<file path="src/rtl/regfile_wb_arbiter_pkg.sv">
// Shared register-file constants and index helpers for the write-back arbiter.
// Both the arbiter top and its round-robin core import this package.
package regfile_wb_arbiter_pkg;

  localparam int REG_ADDR_W = 5;
  localparam int NUM_REGS   = 32;
  localparam int IDX_W      = 3;

  localparam logic [REG_ADDR_W-1:0] REG_X0 = 5'd0;

  // Advance a requester index by one, wrapping from n-1 back to 0.
  function automatic logic [IDX_W-1:0] wrap_inc(input logic [IDX_W-1:0] idx, input int n);
    if (int'(idx) >= n - 1) begin
      return '0;
    end
    return idx + 1'b1;
  endfunction

endpackage

</file>
<file path="src/rtl/regfile_wb_arbiter_rr.sv">
// Combinational round-robin arbiter: the first asserted request at or after ptr_i
// (modulo N) wins, reported both one-hot and as an encoded index.
module rr_arbiter
  import regfile_wb_arbiter_pkg::*;
#(
  parameter int N = 3
) (
  input  logic [N-1:0]     req_i,
  input  logic [IDX_W-1:0] ptr_i,
  output logic [N-1:0]     grant_o,
  output logic [IDX_W-1:0] idx_o,
  output logic             any_o
);

  int pos;

  always_comb begin
    grant_o = '0;
    idx_o   = '0;
    any_o   = 1'b0;
    pos     = 0;
    for (int i = 0; i < N; i++) begin
      pos = int'(ptr_i) + i;
      if (pos >= N) begin
        pos = pos - N;
      end
      // Constant inner indices keep the request select free of width truncation.
      for (int j = 0; j < N; j++) begin
        if (!any_o && (j == pos) && req_i[j]) begin
          any_o      = 1'b1;
          grant_o[j] = 1'b1;
          idx_o      = IDX_W'(j);
        end
      end
    end
  end

endmodule

</file>
<file path="src/rtl/regfile_wb_arbiter.sv">
// Round-robin arbiter sharing the register-file write port between NREQ units,
// with an x0 sink, hold/flush gating and a single registered write stage.
module regfile_wb_arbiter
  import regfile_wb_arbiter_pkg::*;
#(
  parameter int WIDTH = 32,
  parameter int NREQ  = 3
) (
  input  logic                       clk_i,
  input  logic                       reset_i,
  input  logic [NREQ-1:0]            req_valid_i,
  input  logic [NREQ*REG_ADDR_W-1:0] req_rd_addr_i,
  input  logic [NREQ*WIDTH-1:0]      req_data_i,
  output logic [NREQ-1:0]            req_ready_o,
  input  logic                       hold_i,
  input  logic                       flush_i,
  output logic                       rf_w_en_o,
  output logic [REG_ADDR_W-1:0]      rf_rd_addr_o,
  output logic [WIDTH-1:0]           rf_w_data_o,
  output logic [IDX_W-1:0]           grant_idx_o
);

  logic [NREQ-1:0]       x0_hit;
  logic [NREQ-1:0]       cand;
  logic [NREQ-1:0]       arb_grant;
  logic [IDX_W-1:0]      arb_idx;
  logic                  arb_any;
  logic                  blocked;
  logic                  grant_vld;
  logic [REG_ADDR_W-1:0] sel_addr;
  logic [WIDTH-1:0]      sel_data;

  logic [IDX_W-1:0]      rr_ptr_q, rr_ptr_d;
  logic                  w_en_q;
  logic [REG_ADDR_W-1:0] w_addr_q;
  logic [WIDTH-1:0]      w_data_q;
  logic [IDX_W-1:0]      grant_idx_q;

  // Writes to x0 bypass arbitration entirely; only nonzero destinations compete.
  always_comb begin
    x0_hit = '0;
    cand   = '0;
    for (int k = 0; k < NREQ; k++) begin
      x0_hit[k] = req_valid_i[k] && (req_rd_addr_i[REG_ADDR_W*k +: REG_ADDR_W] == REG_X0);
      cand[k]   = req_valid_i[k] && (req_rd_addr_i[REG_ADDR_W*k +: REG_ADDR_W] != REG_X0);
    end
  end

  rr_arbiter #(
    .N (NREQ)
  ) u_rr (
    .req_i   (cand),
    .ptr_i   (rr_ptr_q),
    .grant_o (arb_grant),
    .idx_o   (arb_idx),
    .any_o   (arb_any)
  );

  assign blocked     = reset_i | hold_i | flush_i;
  assign grant_vld   = arb_any & ~blocked;
  assign req_ready_o = blocked ? '0 : (x0_hit | arb_grant);

  always_comb begin
    sel_addr = '0;
    sel_data = '0;
    for (int k = 0; k < NREQ; k++) begin
      if (arb_grant[k]) begin
        sel_addr = req_rd_addr_i[REG_ADDR_W*k +: REG_ADDR_W];
        sel_data = req_data_i[WIDTH*k +: WIDTH];
      end
    end
  end

  assign rr_ptr_d = grant_vld ? wrap_inc(arb_idx, NREQ) : rr_ptr_q;

  // Address, data and owner index keep their last values when nothing is granted.
  always_ff @(posedge clk_i) begin
    if (reset_i) begin
      rr_ptr_q    <= '0;
      w_en_q      <= 1'b0;
      w_addr_q    <= '0;
      w_data_q    <= '0;
      grant_idx_q <= '0;
    end else begin
      rr_ptr_q <= rr_ptr_d;
      w_en_q   <= grant_vld;
      if (grant_vld) begin
        w_addr_q    <= sel_addr;
        w_data_q    <= sel_data;
        grant_idx_q <= arb_idx;
      end
    end
  end

  assign rf_w_en_o    = w_en_q;
  assign rf_rd_addr_o = w_addr_q;
  assign rf_w_data_o  = w_data_q;
  assign grant_idx_o  = grant_idx_q;

endmodule
</file>
<file path="config.mk">
export PLATFORM = sky130hd
export DESIGN_NAME = regfile_wb_arbiter
export DESIGN_NICKNAME = d
export VERILOG_FILES = /design/src/rtl/regfile_wb_arbiter_pkg.sv /design/src/rtl/regfile_wb_arbiter_rr.sv /design/src/rtl/regfile_wb_arbiter.sv
export SDC_FILE = /design/constraint.sdc
export NUM_CORES = 1
export LEC_CHECK = 0
export ABC_AREA = 1
export ABC_CLOCK_PERIOD_IN_PS = 8150
export CAP_MARGIN = 30
export CELL_PAD_IN_SITES_DETAIL_PLACEMENT = 1
export CELL_PAD_IN_SITES_GLOBAL_PLACEMENT = 1
export CORE_ASPECT_RATIO = 1.2
export CORE_MARGIN = 2
export CORE_UTILIZATION = 29
export CTS_CLUSTER_DIAMETER = 200
export DETAILED_ROUTE_END_ITERATION = 10
export PLACE_DENSITY = 0.93
export RECOVER_POWER = 50
export SETUP_SLACK_MARGIN = 0.5
export SYNTH_ARGS = -nofsm -noshare
export SYNTH_HDL_FRONTEND = slang
export SYNTH_SLANG_ARGS = --single-unit
</file>
<file path="constraint.sdc">
create_clock -name clk_i -period 8.15 [get_ports clk_i]
set_input_delay 1.63 -clock clk_i [delete_from_list [all_inputs] [get_ports clk_i]]
set_output_delay 1.63 -clock clk_i [all_outputs]
set_load 0.05 [all_outputs]
</file>
* Yosys cells after proc, flatten, opt, wreduce, memory -nomap -nowiden
Index checks and enable logic that the tools add are counted.
** Storage, ports and cells
- Register bits after elaboration :: 44
- Word-level logic and storage cells :: 104
- Input port bits :: 118
** Operators by class
- Equality and inequality tests :: 6
- Mux-type cells :: 38
- Magnitude comparators :: 4
- Bitwise operators :: 5
- $add $sub $neg :: 6
- Reductions and logical operators :: 40
** Operators by type and width (count)
- $mux 32 :: 6
- $eq 2x32->1 const A :: 3
- $eq 3x32->1 const A :: 3
- $logic_not 32->1 :: 3
- $ge 32x3->1 const B :: 2
- $sub 32x3->32 const B :: 2
- $logic_and 1x1->1 :: 23
- $mux 1 :: 19
- $logic_not 5->1 :: 3
- $mux 5 :: 3
- $reduce_bool 5->1 :: 3
- $mux 2 :: 7
- $mux 3 :: 3
- $logic_not 1->1 :: 8
- $ge 3x2->1 const B :: 2
- $add 3x1->4 const B :: 1
- $add 3x2->4 const B :: 1
- $sub 3x2->4 const B :: 1
- $add 3x1->3 const B :: 1
- $or 3x3->3 :: 1
- $or 1x1->1 :: 2
- $and 1x1->1 :: 1
- $not 1->1 :: 1

* Depth between registers and ports, before layout
- Word-level depth :: 40
- Mapped depth :: 20
- Gate-level depth less buffers :: 20

* By module
From an unflattened synthesis, not the netlist that was laid out.
** Unflattened totals
- Cell total of the unflattened synthesis :: 691
- Area total of the unflattened synthesis :: 3846.2 sq um
** Modules (own cells, without submodules)
- regfile_wb_arbiter :: cells an instance 586, area an instance 3238.1 sq um, instances 1, sequential area each 880.8 sq um
- rr_arbiter :: cells an instance 105, area an instance 608.1 sq um, instances 1, sequential area each 0.0 sq um

* Worst setup path before layout
No wires, ideal clock.
- Path type :: input port to output port
- From :: input req_rd_addr_i[7]
- To :: output req_ready_o[2]
- Cell stages on the path :: 15
- Data required time :: 6520 ps
- Data arrival time :: 3226 ps
- Path slack :: 3294 ps
- Cell sequence :: nor2_1 > nand3b_1 > nand2_1 > inv_1 > nand2_1 > nand2_1 > nor2_2 > nand3_2 > nor2_2 > nand4_1 > nand2_2 > buf_6 > buf_4 > o21ai_1 > inv_1
** On the way
- Longest elaborated chain between the ends :: 34
- Elaborated cells on any way between the ends :: 36
** Ends and longest elaborated chain
- start: declaration :: RTL line regfile_wb_arbiter.sv:12 : input logic [NREQ*REG_ADDR_W-1:0] req_rd_addr_i,
- $reduce_bool 5->1 * :: RTL line regfile_wb_arbiter.sv:45 : cand[k] = req_valid_i[k] && (req_rd_addr_i[REG_ADDR_W*k +: REG_ADDR_W] != REG_X0);
- $logic_and 1x1->1 * :: RTL line regfile_wb_arbiter.sv:45
- $logic_and 1x1->1 :: RTL line regfile_wb_arbiter_rr.sv:29 : if (!any_o && (j == pos) && req_i[j]) begin
- $mux 1 :: RTL line regfile_wb_arbiter_rr.sv:29
- $logic_not 1->1 :: RTL line regfile_wb_arbiter_rr.sv:29
- $logic_and 1x1->1 (2 in a row) :: RTL line regfile_wb_arbiter_rr.sv:29
- $mux 1 :: RTL line regfile_wb_arbiter_rr.sv:29
- $logic_not 1->1 :: RTL line regfile_wb_arbiter_rr.sv:29
- [15 not listed]
- $logic_not 1->1 :: RTL line regfile_wb_arbiter_rr.sv:29
- $logic_and 1x1->1 (2 in a row) :: RTL line regfile_wb_arbiter_rr.sv:29
- $mux 1 :: RTL line regfile_wb_arbiter_rr.sv:29
- $logic_not 1->1 :: RTL line regfile_wb_arbiter_rr.sv:29
- $logic_and 1x1->1 (2 in a row) :: RTL line regfile_wb_arbiter_rr.sv:29
- $mux 1 * :: RTL line regfile_wb_arbiter_rr.sv:29
- $or 3x3->3 * :: RTL line regfile_wb_arbiter.sv:61 : assign req_ready_o = blocked ? '0 : (x0_hit | arb_grant);
- $mux 3 * :: RTL line regfile_wb_arbiter.sv:61
- end: declaration :: RTL line regfile_wb_arbiter.sv:14 : output logic [NREQ-1:0] req_ready_o,
Mark *: on every way between the ends. The rest lies on a longest branch, timed or not.

* Worst setup path in the final report
- From :: input req_rd_addr_i[5]
- To :: output req_ready_o[2]
Same word-level chain as after synthesis.

==> reports/qor.yml <==
clock_tree:
  holdBufCountCts: 0
  clock_path_buffers: 2
  clk_pin_slew_ps: 70
  cts.repair.resized: 0
  clkSinkCount: 43
  cts_setup_buffers: 0
  cts_root_buf: "clkbuf_16"
  cts_buffers: 5
  clk_latency_ps: 290
  cts_tree: "done"
  htreeDepth: 2
placement:
  dpl.hpwl_um: 9720
  placed_cells_incl_taps: 861
  io_buffers: 160
  place_congestion: 0.840
  place_ws_ps: 2160
  placed_cell_area_um2: 5000
critical_path:
  criticalPathCategory: "input port to primary output"
  critPathMaxStageDelay_ps: 810
  arrival_ps: 4490
  path_cells: "clkdlybuf4s50_1, nor2_1, nand3b_1, nand2_1, inv_1, nand2_1, nand2_1, nor2_1, nand3_2, nor2_1, nand4_1, nand2_2, o21ai_1, inv_1, clkdlybuf4s50_1"
  worst-path-buf-inv: 4
  cp_top_family: "simple AND/OR/NAND/NOR gates"
  cpMaxStageDelayCell: "clkdlybuf4s50_1"
  end_kind: "primary output"
  start_kind: "input port"
  crit_fanout: 3
  cp.required_ps: 6520
floorplanning:
  core-area_um2: 11500
  start_util_pct: 29.5
  ioPinCount: 162
  die_x_um: 102
  row_count: 43
  dieArea_um2: 12500
  die_y_um: 122
final_layout:
  area_growth_pct: 53.0
  final_common_cell: "nand2_1"
  num_antenna_cells: 0
  fin_nets: 840
  mostFrequentLayoutCells: "nand2_1, clkdlybuf4s50_1, a21oi_1"
  final_cells: 869
  final_area_um2: 5170
  drive_gt1_share_pct: 3.79
  final_util_pct: 45.1
global_route:
  grt_pass1_vias: 4373
  grt_pass1_wl_um: 20900
  grt.overflow.total: 0
  grtUsageTotal_pct: 21.0
  antenna_found_initial: 0
  grt_max_degree: 77
timing:
  hold_viol: 0
  finalMaxSlewViolations: 0
  hold_ws_ps: 462
  max_slew.worst_pin.slew_ps: 1200
  slew_headroom_pct: 19.7
  finalSetupViolations: 0
  period_share_pct: 75.1
  finClkSkew_ps: 2.75
  fmax_mhz: 163
  layout_setup_ws_ps: 2030
  period_minus_slack_ps: 6120
  rsz0062_at_grt: "no"
  final.setup.tns_ps: 0
status:
  status: "finished clean"
worst_hold_path:
  holdCritPathClass: "flip-flop to flip-flop"
logic_synthesis:
  synthesis.area_um2: 3380
  syn_area_per_cell_um2: 5.88
  ys_seq_area_share_pct: 25.5
  syn_inst: 574
  ys_seq_elements: 43
  ys.warnings.count: 0
  syn_nets: 703
  synth_cell_types: 29
drt:
  vias: 4144
  drt_pass1_iterations: 4
  wirelength_um: 13100
  post_drt_wl_per_cell_um: 15.1
  ant_nets: 0
  drt_iter0_markers: 126
  drc: 0
  avgViaCountPerCell: 4.77
power:
  power_density_nw_per_um2: 143
  ir_drop_mv: 0.0720
  power.leakage_nw: 2.46
  finalPower_uw: 741
run:
  maxCapViolations: 0
cell type report:
cell class | count | area, um^2
fill | 1525 | 6290
multi-input combinational | 427 | 2040
timing repair buffer | 165 | 1630
sequential | 43 | 861
inverter | 69 | 262
tap | 157 | 196
clock buffer | 5 | 125
clock inverter | 3 | 43.8
final timing paths:
check	from	endpoint	slack, ps	cells past startpoint
hold reg to reg	rf_w_data_o[17]$_SDFFE_PP0P_	rf_w_data_o[17]$_SDFFE_PP0P_	460	2
setup reg to reg	rr_ptr_q[0]$_SDFFE_PP0P_	rf_w_data_o[25]$_SDFFE_PP0P_	3700	18
setup / recovery	req_rd_addr_i[5]	req_ready_o[2]	2030	15
hold / removal	rf_w_data_o[17]$_SDFFE_PP0P_	rf_w_data_o[17]$_SDFFE_PP0P_	460	2
routing by layer:
metal | GRT usage (%) | vias up | wire (um)
met3 | 4.07 | 24 | 533
met1 | 23.2 | 1950 | 5140
li1 | - | 2064 | -
met4 | 6.75 | 0 | 316
met2 | 39.5 | 106 | 7150
met5 | 0 | - | 0
Yosys cell counts:
| cell type | n | area share (%) |
|---|---|---|
| buf_6 | 5 | 1.7 |
| a21oi_4 | 1 | 0.48 |
| nand3_1 | 9 | 1.3 |
| conb_1 | 1 | 0.11 |
| nor2_2 | 2 | 0.37 |
| clkinv_1 | 1 | 0.11 |
| nor3_2 | 1 | 0.30 |
| inv_4 | 1 | 0.19 |
| nor3_1 | 2 | 0.30 |
| o21ai_0 | 3 | 0.44 |
| clkbuf_1 | 7 | 0.78 |
| inv_1 | 62 | 6.9 |
| nand4_1 | 5 | 0.93 |
| a21boi_1 | 20 | 4.4 |
| dfxtp_1 | 43 | 26 |
| nand3b_1 | 3 | 0.67 |
| xor2_1 | 2 | 0.52 |
| ha_1 | 11 | 4.1 |
| a21oi_1 | 81 | 12 |
| inv_2 | 5 | 0.56 |
| o21ai_1 | 6 | 0.89 |
| nand3_2 | 1 | 0.30 |
| a21boi_0 | 17 | 3.8 |
| nand2_2 | 3 | 0.56 |
| buf_4 | 8 | 1.8 |
| nand2_1 | 194 | 22 |
| nor2_1 | 65 | 7.2 |
| buf_2 | 14 | 2.1 |
| clkbuf_2 | 1 | 0.15 |
power by group:
group | switching, mW | internal (mW)
sequential | 0.00602 | 0.220
clock | 0.0928 | 0.145
combinational | 0.164 | 0.113
worst reg2reg max path, cell delays in order (launching register included):
cell	delay (ps)
dfxtp_1	640
inv_4	110
ha_1	400
inv_1	120
a21oi_1	180
ha_1	250
nand3b_1	80
nand2_1	50
nand2_1	100
inv_2	70
nand3_1	130
clkinv_1	100
nor2_1	180
nand4_1	120
nand2_1	890
buf_4	580
a21oi_1	110
nand2_1	100
a21oi_1	70
registers in the layout, indices dropped and copies added, names as in the netlist:
name          count
grant_idx_o       2
rf_w_data_o      32
rf_rd_addr_o      5
rr_ptr_q          3
rf_w_en_o         1
logic make-up after synthesis:
kind of cell             share of synthesized area [%]
AO/OA/AOI/OAI                                     22.1
AND/OR/NAND/NOR                                   33.5
adder cells (fa/ha/maj)                           4.08
flip-flops                                        25.5
buffers and inverters                             14.2
XOR/XNOR                                         0.519
other                                            0.111
(Power assumes the default switching activity.)
==> variant: new RTL, same flow settings <==
Set the parameter `WIDTH` to 28 (it was 32).
--- a/src/rtl/regfile_wb_arbiter.sv
+++ b/src/rtl/regfile_wb_arbiter.sv
@@ -4,5 +4,5 @@
   import regfile_wb_arbiter_pkg::*;
 #(
-  parameter int WIDTH = 32,
+  parameter int WIDTH = 28,
   parameter int NREQ  = 3
 ) (
Interface: changed (resized req_data_i and rf_w_data_o); port bits go from 162 to 146. No check against the original RTL was run, so the function may have changed too.
==> variant against the unedited design <==
  * Area after synthesis fell by 0.70%
  * Power shrank 3.2%
  * Largest cell class unchanged
  * Sequential cell count decreased by 4
  * Critical endpoint unchanged
  * The run now ends with capacitance limit, slew limit left
  * Maximum frequency down 4.8%
  * Clock power fell by 11%
  * Cell count is 2.0% higher
  * Count of clock-buffer cells in the layout increased by 2
  * Worst hold slack gained 0.0083 ns
  * Setup slack lost 0.31 ns
  * Final area is 3.6% lower
  * Wire length down 12%
  * Critical path type unchanged
  * First-iteration DRC count decreased by 19%
==> variant: results (changes against the unedited design) <==
crit_fanout: 35  # +32
largest_reg_flops: 28  # -13%
reg2regPathDepth: 20  # +2
synth_nets: 715  # +1.7%
first_global_vias: 4061  # -7.1%
routed-wl-met3_um: 524  # -1.7%
grt_start_max_net_pins: 40  # -48%
compound_gate_portion_of_the_synthesized_area: 0.08137  # -0.1392
detail_route.wirelength.met1_um: 4829  # -6.0%
tightest_slew_ns: 1.861  # +0.6585 ns
detailroute.via_count: 3950  # -4.7%
synth_commonest_cells: "nand2_1, inv_1, nand3_1"
syn_to_final_growth_pct: 48.60
dp_cells: 878  # +2.0%
slew_violations: 36  # +36
grt_use_met3: 0.02983  # -0.01090
post_route_cells_drive_above_1_share: 0.06310  # +0.02518
slowest_stage: "clkdlybuf4s50_1"
grt_first_pass_wirelength_um: 18570  # -11%
standard_cell_area_after_detailed_placement_um2: 4836  # -3.4%
dpl_worst_slack_ns: 1.656  # -0.5061 ns
number_of_fill_cells: 1547  # +1.4%
synthesis.instances: 598  # +4.2%
dominant_cells_by_area_after_synthesis: "nand2_1, dfxtp_1, inv_1"
setup_clock_skew_after_layout_ns: 0.002653  # -0.00009673 ns
gr-usage-all-layers: 0.1882  # -0.02184
critical_path_start: "req_rd_addr_i[2]"
synth_xor_xnor_area_share: 0.005226  # +0.00003680
violations_in_the_final_reports: "capacitance limit, slew limit"
wl_met2_um: 5945  # -17%
drt-initial-drc-count: 102  # -19%
htree_levels: 2  # unchanged
place.gp.congestion: 0.9037  # +7.6%
ys_seq_area_frac: 0.2329  # -0.02208
port-buffer-count: 144  # -10%
use_met2: 0.3606  # -0.03441
max_cap_violations: 2  # +2
cellLeakagePower_nw: 2.625  # +6.6%
data_arrival_time_of_the_critical_path_ns: 4.79  # +0.30 ns
synth_fa_ha_area_frac: 0.04106  # +0.0002892
run_status: "finished, violations left"
grtUsageMet1: 0.2067  # -0.02523
synth_cell_type_count: 37  # +28%
## variant: power breakdown
part | internal (mW) | switching, mW
clock | 0.130 | 0.0817
combinational | 0.114 | 0.181
sequential | 0.203 | 0.00683
total | 0.448 | 0.269
## variant: area by class of cell
cell class	instances	share of cell area
clock buffers	7	0.03065
well taps	157	0.03944
clock inverters	1	0.001507
repair buffers	147	0.2931
multi-input cells	404	0.3791
inverters	131	0.09947
flip-flops and latches	39	0.1567
## variant: path summary, 6_finish.rpt
path / to / slack, ns
min: grant_idx_o[1] / 0.47
max reg2reg: rf_rd_addr_o[2] / 2.13
max: req_ready_o[2] / 1.73
min reg2reg: grant_idx_o[1] / 0.47
## variant: tightest hold or removal path, delay by kind of cell, from the launching register on
kind	cells	cell delay, ns
flops	1	0.31
simple gates	1	0.06
compound gates	1	0.06
